### config.mk
export PLATFORM = sky130hd
export DESIGN_NAME = alu_cmd_issuer_flat
export DESIGN_NICKNAME = d
export VERILOG_FILES = /design/src/rtl/alu_pkg.sv /design/src/rtl/alu_cmd_issuer_if.sv /design/src/rtl/alu_cmd_fifo.sv /design/src/rtl/alu_cmd_issuer.sv /design/src/flat_wrapper.sv
export SDC_FILE = /design/constraint.sdc
export NUM_CORES = 1
export LEC_CHECK = 0
export BUFFER_PORTS_ARGS = -buffer_cell sky130_fd_sc_hd__buf_4
export CORE_MARGIN = 2
export CORE_UTILIZATION = 45
export CTS_BUF_LIST = sky130_fd_sc_hd__clkbuf_4 sky130_fd_sc_hd__clkbuf_8
export CTS_CLUSTER_SIZE = 16
export DETAILED_ROUTE_END_ITERATION = 8
export GPL_ROUTABILITY_DRIVEN = 0
export PLACE_DENSITY_LB_ADDON = 0.12
export SYNTH_ARGS = -nofsm -noshare
export SYNTH_HDL_FRONTEND = slang
export SYNTH_HIERARCHICAL = 1
export SYNTH_SLANG_ARGS = --single-unit
### constraint.sdc
create_clock -name clk -period 2.44 [get_ports clk]
set_input_delay 0.244 -clock clk [delete_from_list [all_inputs] [get_ports clk]]
set_output_delay 0.244 -clock clk [all_outputs]
set_load 0.005 [all_outputs]
### src/rtl/alu_pkg.sv
// Shared types for the ALU command issuer: opcodes, issuer states, command payload
// and a reference model of the 2-bit ALU.
package alu_pkg;

   localparam int unsigned CMD_WIDTH = 2;

   typedef enum logic [1:0] {
      ADD    = 2'd0,
      SUB    = 2'd1,
      INV    = 2'd2,
      RED_OR = 2'd3
   } opcode_e;

   typedef enum logic [1:0] {
      S_IDLE    = 2'd0,
      S_ISSUE   = 2'd1,
      S_RESPOND = 2'd2
   } issuer_state_e;

   typedef struct packed {
      opcode_e                op;
      logic [CMD_WIDTH-1:0]   a;
      logic [CMD_WIDTH-1:0]   b;
   } cmd_t;

   // Expected ALU output for a given opcode and operands
   function automatic logic [CMD_WIDTH-1:0] alu_ref(input opcode_e              op,
                                                    input logic [CMD_WIDTH-1:0] a,
                                                    input logic [CMD_WIDTH-1:0] b);
      logic [CMD_WIDTH-1:0] r;
      r = '0;
      case (op)
         ADD:     r = a + b;
         SUB:     r = a - b;
         INV:     r = ~a;
         RED_OR:  r = CMD_WIDTH'(|b);
         default: r = '0;
      endcase
      return r;
   endfunction

endpackage

### src/rtl/alu_cmd_issuer_if.sv
// Command request and response channels between a requester (master) and the
// ALU command issuer (slave).
interface alu_cmd_issuer_if;

   logic                            cmd_valid;
   logic                            cmd_ready;
   logic [1:0]                      cmd_op;
   logic [alu_pkg::CMD_WIDTH-1:0]   cmd_a;
   logic [alu_pkg::CMD_WIDTH-1:0]   cmd_b;
   logic                            rsp_valid;
   logic                            rsp_ready;
   logic [1:0]                      rsp_op;
   logic [alu_pkg::CMD_WIDTH-1:0]   rsp_result;

   modport master (
      output cmd_valid, cmd_op, cmd_a, cmd_b, rsp_ready,
      input  cmd_ready, rsp_valid, rsp_op, rsp_result
   );

   modport slave (
      input  cmd_valid, cmd_op, cmd_a, cmd_b, rsp_ready,
      output cmd_ready, rsp_valid, rsp_op, rsp_result
   );

endinterface

### src/rtl/alu_cmd_fifo.sv
// Synchronous command FIFO; DEPTH must be a power of two so the pointers wrap naturally.
module alu_cmd_fifo
   import alu_pkg::*;
#(
   parameter int unsigned DEPTH = 4
) (
   input  logic                     clk,
   input  logic                     rst_n,
   input  logic                     push,
   input  cmd_t                     wdata,
   input  logic                     pop,
   output cmd_t                     rdata,
   output logic                     full,
   output logic                     empty,
   output logic [$clog2(DEPTH):0]   count
);

   localparam int unsigned AW = $clog2(DEPTH);
   localparam int unsigned CW = AW + 1;

   cmd_t          mem [DEPTH];
   logic [AW-1:0] wr_ptr;
   logic [AW-1:0] rd_ptr;

   // Pointers and occupancy; a simultaneous push and pop leaves count unchanged
   always_ff @(posedge clk or negedge rst_n) begin
      if (!rst_n) begin
         wr_ptr <= '0;
         rd_ptr <= '0;
         count  <= '0;
      end else begin
         if (push) wr_ptr <= wr_ptr + AW'(1);
         if (pop)  rd_ptr <= rd_ptr + AW'(1);
         count <= count + CW'(push) - CW'(pop);
      end
   end

   always_ff @(posedge clk) begin
      if (push) mem[wr_ptr] <= wdata;
   end

   assign rdata = mem[rd_ptr];
   assign full  = (count == CW'(DEPTH));
   assign empty = (count == '0);

endmodule

### src/rtl/alu_cmd_issuer.sv
// Buffers ALU requests, issues them one at a time on registered lines and returns
// results in order. Optional result checker enabled by ALU_CMD_ISSUER_CHECK_EN.
module alu_cmd_issuer
   import alu_pkg::*;
#(
   parameter int unsigned WIDTH = 2,
   parameter int unsigned DEPTH = 4
) (
   input  logic                 clk,
   input  logic                 rst_n,
   alu_cmd_issuer_if.slave      bus,
   output logic [1:0]           alu_opcode,
   output logic [WIDTH-1:0]     alu_a,
   output logic [WIDTH-1:0]     alu_b,
   input  logic [WIDTH-1:0]     alu_result,
   output logic                 busy,
   output logic [7:0]           done_cnt,
   output logic                 chk_err
);

   localparam int unsigned CW = $clog2(DEPTH) + 1;

   issuer_state_e   state;
   issuer_state_e   state_n;
   logic            push_c;
   logic            pop_c;
   logic            capture_c;
   logic            rsp_hs_c;
   cmd_t            fifo_wdata;
   cmd_t            fifo_rdata;
   logic            fifo_full;
   logic            fifo_empty;
   logic [CW-1:0]   fifo_count;
   logic [CW-1:0]   occ_n;

   assign bus.cmd_ready = !fifo_full;
   assign push_c        = bus.cmd_valid && !fifo_full;

   always_comb begin
      fifo_wdata    = '0;
      fifo_wdata.op = opcode_e'(bus.cmd_op);
      fifo_wdata.a  = bus.cmd_a;
      fifo_wdata.b  = bus.cmd_b;
   end

   alu_cmd_fifo #(.DEPTH(DEPTH)) u_fifo (
      .clk   (clk),
      .rst_n (rst_n),
      .push  (push_c),
      .wdata (fifo_wdata),
      .pop   (pop_c),
      .rdata (fifo_rdata),
      .full  (fifo_full),
      .empty (fifo_empty),
      .count (fifo_count)
   );

   always_ff @(posedge clk or negedge rst_n) begin
      if (!rst_n) state <= S_IDLE;
      else        state <= state_n;
   end

   always_comb begin
      state_n = state;
      case (state)
         S_IDLE:    if (!fifo_empty) state_n = S_ISSUE;
         S_ISSUE:   state_n = S_RESPOND;
         S_RESPOND: if (bus.rsp_ready) state_n = fifo_empty ? S_IDLE : S_ISSUE;
         default:   state_n = S_IDLE;
      endcase
   end

   // Per-state strobes; rsp_valid is always set while in RESPOND
   always_comb begin
      pop_c     = 1'b0;
      capture_c = 1'b0;
      rsp_hs_c  = 1'b0;
      case (state)
         S_IDLE:    pop_c = !fifo_empty;
         S_ISSUE:   capture_c = 1'b1;
         S_RESPOND: begin
            rsp_hs_c = bus.rsp_ready;
            pop_c    = bus.rsp_ready && !fifo_empty;
         end
         default: ;
      endcase
   end

   assign occ_n = fifo_count + CW'(push_c) - CW'(pop_c);

   always_ff @(posedge clk or negedge rst_n) begin
      if (!rst_n) begin
         alu_opcode     <= '0;
         alu_a          <= '0;
         alu_b          <= '0;
         bus.rsp_valid  <= 1'b0;
         bus.rsp_op     <= '0;
         bus.rsp_result <= '0;
         done_cnt       <= '0;
         busy           <= 1'b0;
      end else begin
         if (pop_c) begin
            alu_opcode <= fifo_rdata.op;
            alu_a      <= WIDTH'(fifo_rdata.a);
            alu_b      <= WIDTH'(fifo_rdata.b);
         end
         if (capture_c) begin
            bus.rsp_op     <= alu_opcode;
            bus.rsp_result <= CMD_WIDTH'(alu_result);
            bus.rsp_valid  <= 1'b1;
         end else if (rsp_hs_c) begin
            bus.rsp_valid  <= 1'b0;
         end
         if (rsp_hs_c) done_cnt <= done_cnt + 8'd1;
         busy <= (state_n != S_IDLE) || (occ_n != '0);
      end
   end

`ifdef ALU_CMD_ISSUER_CHECK_EN
   // Sticky flag: ALU output disagrees with the reference at the capture edge
   always_ff @(posedge clk or negedge rst_n) begin
      if (!rst_n) begin
         chk_err <= 1'b0;
      end else if (capture_c &&
                   (alu_ref(opcode_e'(alu_opcode), CMD_WIDTH'(alu_a), CMD_WIDTH'(alu_b))
                    != CMD_WIDTH'(alu_result))) begin
         chk_err <= 1'b1;
      end
   end
`else
   assign chk_err = 1'b0;
`endif

endmodule

### src/flat_wrapper.sv
// flat-port wrapper written by rule: the top's interface ports become plain ports
module alu_cmd_issuer_flat import alu_pkg::*;
#(
   parameter int unsigned WIDTH = 2,
   parameter int unsigned DEPTH = 4
)
  (clk, rst_n, alu_opcode, alu_a, alu_b, alu_result, busy, done_cnt, chk_err, bus_cmd_valid, bus_cmd_op, bus_cmd_a, bus_cmd_b, bus_rsp_ready, bus_cmd_ready, bus_rsp_valid, bus_rsp_op, bus_rsp_result);
  alu_cmd_issuer_if bus_i ();
  input  logic clk;
  input  logic rst_n;
  output logic [1:0] alu_opcode;
  output logic [WIDTH-1:0] alu_a;
  output logic [WIDTH-1:0] alu_b;
  input  logic [WIDTH-1:0] alu_result;
  output logic busy;
  output logic [7:0] done_cnt;
  output logic chk_err;
  input wire logic [$bits(bus_i.cmd_valid)-1:0] bus_cmd_valid;
  input wire logic [$bits(bus_i.cmd_op)-1:0] bus_cmd_op;
  input wire logic [$bits(bus_i.cmd_a)-1:0] bus_cmd_a;
  input wire logic [$bits(bus_i.cmd_b)-1:0] bus_cmd_b;
  input wire logic [$bits(bus_i.rsp_ready)-1:0] bus_rsp_ready;
  output wire logic [$bits(bus_i.cmd_ready)-1:0] bus_cmd_ready;
  output wire logic [$bits(bus_i.rsp_valid)-1:0] bus_rsp_valid;
  output wire logic [$bits(bus_i.rsp_op)-1:0] bus_rsp_op;
  output wire logic [$bits(bus_i.rsp_result)-1:0] bus_rsp_result;
  assign bus_i.cmd_valid = bus_cmd_valid;
  assign bus_i.cmd_op = bus_cmd_op;
  assign bus_i.cmd_a = bus_cmd_a;
  assign bus_i.cmd_b = bus_cmd_b;
  assign bus_i.rsp_ready = bus_rsp_ready;
  assign bus_cmd_ready = bus_i.cmd_ready;
  assign bus_rsp_valid = bus_i.rsp_valid;
  assign bus_rsp_op = bus_i.rsp_op;
  assign bus_rsp_result = bus_i.rsp_result;
  alu_cmd_issuer #(.WIDTH(WIDTH), .DEPTH(DEPTH)) u_core (.clk(clk), .rst_n(rst_n), .bus(bus_i), .alu_opcode(alu_opcode), .alu_a(alu_a), .alu_b(alu_b), .alu_result(alu_result), .busy(busy), .done_cnt(done_cnt), .chk_err(chk_err));
endmodule
==> results of run 1 <==
## stage by stage
| step | util | instances | power, µW | TNS (ns) |
|---|---|---|---|---|
| 3_3_place_gp | 0.544 | 243 | 2770 | 0 |
| 3_5_place_dp | 0.544 | 243 | 2860 | 0 |
| 5_1_grt | 0.571 | 252 | 3670 | -0.0681 |
| 4_1_cts | 0.570 | 252 | 3450 | 0 |
| 6_report | 0.571 | 252 | 3410 | 0 |
| 2_1_floorplan | - | 143 | 2360 | -0.0391 |
## Yosys cell counts (2+ instances only)
master	count
o21ai_0	2
dfrtp_1	29
nor3_1	3
nand2_1	3
edfxtp_1	24
ha_1	9
xor2_1	6
and2_1	4
mux4_2	6
inv_1	12
fa_1	2
and3_1	2
nor2_1	3
mux2_2	11
nand3_1	3
xnor2_1	8
## critical path, delay by kind of cell, from the launching register on
kind / cells / cell delay (ns)
AND/OR/NAND/NOR: 2 / 0.71
flip-flops: 1 / 0.42
adder cells (fa/ha/maj): 3 / 0.77
XOR/XNOR: 2 / 0.26
AO/OA/AOI/OAI: 1 / 0.06
buffers and inverters: 1 / 0.04
## cell usage in the layout, fill, tap and decap left out, drive strengths merged
master / n
xor2: 6
clkinv: 1
and4b: 1
and3: 2
nand2: 3
fa: 2
nand3b: 1
nor3b: 1
or4b: 1
a211oi: 2
mux2: 11
ha: 9
o21ai: 2
or2: 1
xnor2: 8
dfrtp: 29
buf: 37
nand4: 1
and2: 4
bufinv: 1
clkbuf: 6
conb: 1
edfxtp: 24
nor3: 3
nor2: 3
dlygate4sd3: 1
mux4: 6
nand3: 3
inv: 12
a21oi: 1
nor2b: 2
## routing by layer
layer / wire, µm / up-vias / track usage
met1: 1550 / 623 / 0.173
met4: 37 / 0 / 0.0635
met3: 149 / 6 / 0.0402
met2: 1940 / 26 / 0.262
met5: 0 / - / 0
li1: - / 581 / -
## area by class of cell
cell class	instances	area, µm²	share of cell area
clock buffer	6	76.3	0.0279
clock inverter	2	38.8	0.0142
inverter	12	45.0	0.0165
multi-input combinational	74	756	0.276
sequential	53	1450	0.529
tap	67	83.8	0.0307
timing repair buffer	38	288	0.105
## power by group
part	total (µW)	switching (µW)	internal (µW)
sequential	1490	246	1250
clock	586	267	319
combinational	1330	558	771
## cells by family after synthesis
group	synth area share
AOI/OAI and AO/OA	0.0156
xor gates and xnor gates	0.0544
adders and majority gates	0.0678
buffers and inverters	0.0328
DFF	0.642
muxes	0.115
other	0.00167
and+or+nand+nor	0.0706
## registers in the layout, summed over array words and instances, names as in the netlist
| name | flops |
|---|---|
| u_core/u_fifo/mem | 24 |
| u_core/done_cnt | 8 |
| u_core/u_fifo/count | 3 |
| u_core/alu_a | 2 |
| u_core/alu_b | 2 |
| u_core/alu_opcode | 2 |
| u_core/bus.rsp_op | 2 |
| u_core/bus.rsp_result | 2 |
| u_core/state | 2 |
| u_core/u_fifo/rd_ptr | 2 |
| u_core/u_fifo/wr_ptr | 2 |
| u_core/bus.rsp_valid | 1 |
| u_core/busy | 1 |
## final timing paths
path	start	end	slack, ns	cells past startpoint
worst max register to register	u_core/u_fifo/count[1]$_DFF_PN0_	u_core/busy$_DFF_PN0_	0.07	9
max in group asynchronous	rst_n	u_core/u_fifo/wr_ptr[0]$_DFFE_PN0P_	1.75	2
worst max-delay path	u_core/u_fifo/count[1]$_DFF_PN0_	u_core/busy$_DFF_PN0_	0.07	9
worst min register to register	u_core/done_cnt[7]$_DFFE_PN0P_	u_core/done_cnt[7]$_DFFE_PN0P_	0.47	1
min in group asynchronous	rst_n	u_core/done_cnt[7]$_DFFE_PN0P_	0.41	2
worst min-delay path	bus_cmd_a[1]	u_core/u_fifo/mem[3][3]$_DFFE_PP_	0.14	1
## repair_timing
action	4_1_cts	5_1_grt
endpoints found under the setup margin	0	1
gates resized for setup	0	1
endpoints found under the hold margin	29	0
setup buffers	0	0
hold buffers	1	0
==> metrics.md, run 1 <==
| Metric | Value |
|---|---|
| Top_reg_cell synth | `dfrtp_1` |
| Final Max Slew Viols | `0` |
| Max-cap violations | `0` |
| Setup ws final | `0.0679 ns` |
| Boundary Pins | `34` |
| Worst-Skew Late Latency | `0.30 ns` |
| Fillers | `404` |
| Initial antenna violation count | `0` |
| Vias/cell | `4.90` |
| Biggest area consumer among synthesized cells | `dfrtp_1` |
| Port Buf Inserts | `32` |
| Status | `completed` |
| Residual DRC count | `0` |
| Worst Path Arrival | `2.55 ns` |
| Endpoint class of the critical path | `flop` |
| Min Tclk post-route | `2.37 ns` |
| Post-layout nets | `207` |
| Clock Path Buffers | `2` |
| HPWL after detailed placement | `2.73 mm` |
| Crit-path slowest cell | `or4b_1` |
| RSZ-0062 raised after global routing | `true` |
| # diodes | `0` |
| Layout cells sized above 1 | `0.368` |
| Crit-path max cell delay | `0.46 ns` |
| CP startpoint kind | `flop` |
| Gr usage total | `0.149` |
| Htree depth | `2` |
| Pwr per Cell Area | `1250 nW/µm²` |
| First-pass GRT wire length | `5.96 mm` |
| Tcrit/Tclk final | `0.972` |
| Die area | `5590 µm²` |
| Drt pass-1 iters | `4` |
| Final setup viols | `0` |
| Crit path cell chain | `nor3_4 > a211oi_4 > ha_1 > inv_1 > ha_2 > fa_2 > xnor2_1 > xnor2_1 > or4b_1` |
| Largest net degree at the start of global routing | `30` |
| Critical Path RT | `2.61 ns` |
| Netlist cell types | `32` |
| Yosys warns | `6` |
| Clock transition at path regs | `0.09 ns` |
| 1st-iter DRT viols | `48` |
| Area after DPL | `2600 µm²` |
| Core outline area | `4790 µm²` |
| Hold Fails Final Rpt | `0` |
| Hold slack | `0.143 ns` |
| Register area share after synthesis | `0.642` |
| Routed wire length | `3.68 mm` |
| GRT overflow | `0` |
| Syn avg cell area | `15.7 µm²` |
| FP Rows | `25` |
| Vias | `1236` |
| Number of buffers created by CTS | `5` |
| Hold Path Class | `in2reg` |
| Yosys reg bits | `53` |
| Initial core utilization | `0.471` |
| Syn nets | `166` |
| Die Height | `74.7 µm` |
| Area contributors post-synth | `dfrtp_1, edfxtp_1, mux4_2` |
| Vias in the first global route | `1325` |
| Post-Synthesis Cells | `143` |
| Fraction of registers with async set/reset | `0.547` |
| Max Fclk | `0.422 GHz` |
| EDFF count, synth | `24` |
| Finished Cell Area | `2730 µm²` |
| Top cell type's share of synthesized area | `0.322` |
| CP Max Fanout | `3` |
| Leakage | `0.00116 µW` |
| Layout area overhead | `21.4%` |
| Post-Syn Area | `2250 µm²` |
| Post-DRT Antenna Nets | `0` |
| Place WS | `0.0334 ns` |
| WS Path Type | `reg2reg` |
| Clk root buf | `clkbuf_8` |
| Final Skew | `0.00449 ns` |
| CTS tree | `yes` |
| Clk sinks | `53` |
| Die width | `74.7 µm` |
| WL/cell | `14.6 µm` |
| VDD IR-drop max | `0.590 mV` |
| Most frequent CP cell | `xnor2_1` |
(Power assumes the default switching activity.)
==> inputs of run 2 (changes only) <==
--- a/config.mk
+++ b/config.mk
@@ -12,7 +12,9 @@
 export CTS_CLUSTER_SIZE = 16
 export DETAILED_ROUTE_END_ITERATION = 8
 export GPL_ROUTABILITY_DRIVEN = 0
+export MAX_ROUTING_LAYER = met4
 export PLACE_DENSITY_LB_ADDON = 0.12
+export SETUP_SLACK_MARGIN = 0.2
 export SYNTH_ARGS = -nofsm -noshare
 export SYNTH_HDL_FRONTEND = slang
 export SYNTH_HIERARCHICAL = 1
==> run 2 against run 1 <==
  * Cell count rose by 0.40%
  * Non-clock buffer count is 1 higher
  * Clock-buffer cell count did not move
  * Combinational power increased by 5%
  * Worst hold slack better by 0.0030 ns
  * Clock power is essentially flat
  * Core utilization grew 0.37 points
  * Critical path type unchanged
==> metrics.md, run 2 (synthesized netlist as in run 1, its figures left out) <==
| Metric | Value |
|---|---|
| Hold Fails Final Rpt | `0` |
| WHS Endpoint | `u_core/u_fifo/mem[1][0]$_DFFE_PP_` |
| Initial antenna violation count | `0` |
| Die area | `5590 µm²` |
| VDD IR-drop max | `0.596 mV` |
| Hold path depth | `1` |
| CTS tree | `yes` |
| Reg-to-Reg Start | `u_core/u_fifo/count[0]$_DFF_PN0_` |
| Number of buffers created by CTS | `5` |
| Worst-Skew Late Latency | `0.29 ns` |
| Vias in the first global route | `1327` |
| Drt pass-1 iters | `4` |
| Largest net degree at the start of global routing | `30` |
| Final Max Slew Viols | `0` |
| Layout cells sized above 1 | `0.382` |
| Crit-path slowest cell | `or4b_1` |
| Worst Path Arrival | `2.54 ns` |
| R2R Setup Slk | `0.07 ns` |
| Leakage | `0.00117 µW` |
| Vias/cell | `4.92` |
| WL/cell | `14.7 µm` |
| CP startpoint kind | `flop` |
| Hold Path Class | `in2reg` |
| 1st-iter DRT viols | `37` |
| Routed wire length | `3.71 mm` |
| Largest reg by FF count | `u_core/u_fifo/mem` |
| Final Skew | `0.00215 ns` |
| Cell family with the largest share of critical-path delay | `adder cells` |
| HPWL after detailed placement | `2.73 mm` |
| Place WS | `0.0334 ns` |
| Initial core utilization | `0.471` |
| Pwr per Cell Area | `1260 nW/µm²` |
| Gr usage total | `0.154` |
| Port Buf Inserts | `32` |
| Commonest non-fill, non-tap cell in the layout | `buf_4` |
| FP Rows | `25` |
| Max-cap violations | `0` |
| RSZ-0062 raised after global routing | `true` |
| Hold Startpoint | `bus_cmd_b[0]` |
| GRT overflow | `0` |
| Endpoint class of the critical path | `flop` |
| Crit-path max cell delay | `0.46 ns` |
| Critical Path RT | `2.61 ns` |
| Final core utilization | `0.575` |
| Fillers | `402` |
| Power after layout | `3460 µW` |
| Htree depth | `2` |
| WS Path Type | `reg2reg` |
| Vias | `1245` |
| Residual DRC count | `0` |
| Register area | `1450 µm²` |
| Area occupied by multi-input gates | `766 µm²` |
| Die Height | `74.7 µm` |
| Crit path buf inv count | `1` |
| Most frequent CP cell | `xnor2_1` |
| Core outline area | `4790 µm²` |
| Most frequent cells in the layout | `buf_4, dfrtp_1, edfxtp_1, inv_1, mux2_2` |
| First-pass GRT wire length | `6.00 mm` |
| Clk sinks | `53` |
| Final setup viols | `0` |
| Setup ws final | `0.0744 ns` |
| Setup_tns | `0 ns` |
| Boundary Pins | `34` |
| Crit path cell chain | `nor3_4 > a211oi_4 > ha_1 > inv_1 > ha_2 > fa_2 > xnor2_1 > xnor2_1 > or4b_1` |
| Tcrit/Tclk final | `0.970` |
| Reg2reg end | `u_core/busy$_DFF_PN0_` |
| Largest regs | `u_core/u_fifo/mem (24), u_core/done_cnt (8), u_core/u_fifo/count (3)` |
| Max FFs per register | `24` |
| Post-DRT Antenna Nets | `0` |
| Clock transition at path regs | `0.09 ns` |
| Min Tclk post-route | `2.37 ns` |
| # diodes | `0` |
| Post-layout nets | `208` |
| R2R depth | `9` |
| Clock Path Buffers | `2` |
| Max Fclk | `0.423 GHz` |
| Die width | `74.7 µm` |
| Status | `completed` |
| Clk root buf | `clkbuf_8` |
| CP Max Fanout | `2` |
| Layout area overhead | `22.2%` |
[run 2: cell type report]
class / count / area share
Clock inverter: 2 / 0.0141
Inverter: 12 / 0.0164
Sequential cell: 53 / 0.526
Tap cell: 67 / 0.0305
Timing Repair Buffer: 39 / 0.107
Clock buffer: 6 / 0.0277
Multi-Input combinational cell: 74 / 0.278
[run 2: how the worst max path moves through the flow]
stage | slack (ns) | start | end | cells after the start
global placement | 0.07 | u_core/u_fifo/count[1]$_DFF_PN0_ | u_core/busy$_DFF_PN0_ | 9
global route | -0.06 | u_core/u_fifo/count[0]$_DFF_PN0_ | u_core/busy$_DFF_PN0_ | 9
CTS | 0.06 | u_core/u_fifo/count[0]$_DFF_PN0_ | u_core/busy$_DFF_PN0_ | 9
finish | 0.07 | u_core/u_fifo/count[0]$_DFF_PN0_ | u_core/busy$_DFF_PN0_ | 9
floorplan | -0.04 | u_core/state[0]$_DFF_PN0_ | u_core/busy$_DFF_PN0_ | 8
detailed placement | 0.03 | u_core/u_fifo/count[1]$_DFF_PN0_ | u_core/busy$_DFF_PN0_ | 9
[run 2: routing by layer]
metal  vias up  part of all wire  track usage  routed length [µm]
met5         -                 0            -                   0
met4         0            0.0078       0.0635                  29
met3         4             0.046       0.0402                 171
met2        30              0.53        0.262                1970
met1       627              0.41        0.175                1540
li1        584                 -            -                   -
[run 2: repair_timing]
action | in CTS | in global routing
pin swaps | 1 | 0
endpoints found under the setup margin | 2 | 2
endpoints found under the hold margin | 29 | 0
hold buffers | 1 | 0
resized for setup | 1 | 2
buffers inserted | 1 | 0
[run 2: power breakdown]
part           switching, µW  leakage (µW)  internal [µW]  total [µW]
Sequential               243      0.000568           1250        1490
Clock                    265     0.0000588            319         584
Combinational            582      0.000544            803        1390
[run 2: per-stage QoR]
step / hold slack [ns] / cells / instance area [µm²]
floorplan: -0.0516 / 143 / 2280
global placement: 0.191 / 243 / 2600
detailed placement: 0.196 / 243 / 2600
CTS: 0.132 / 253 / 2740
global route: 0.123 / 253 / 2750
finish: 0.146 / 253 / 2750
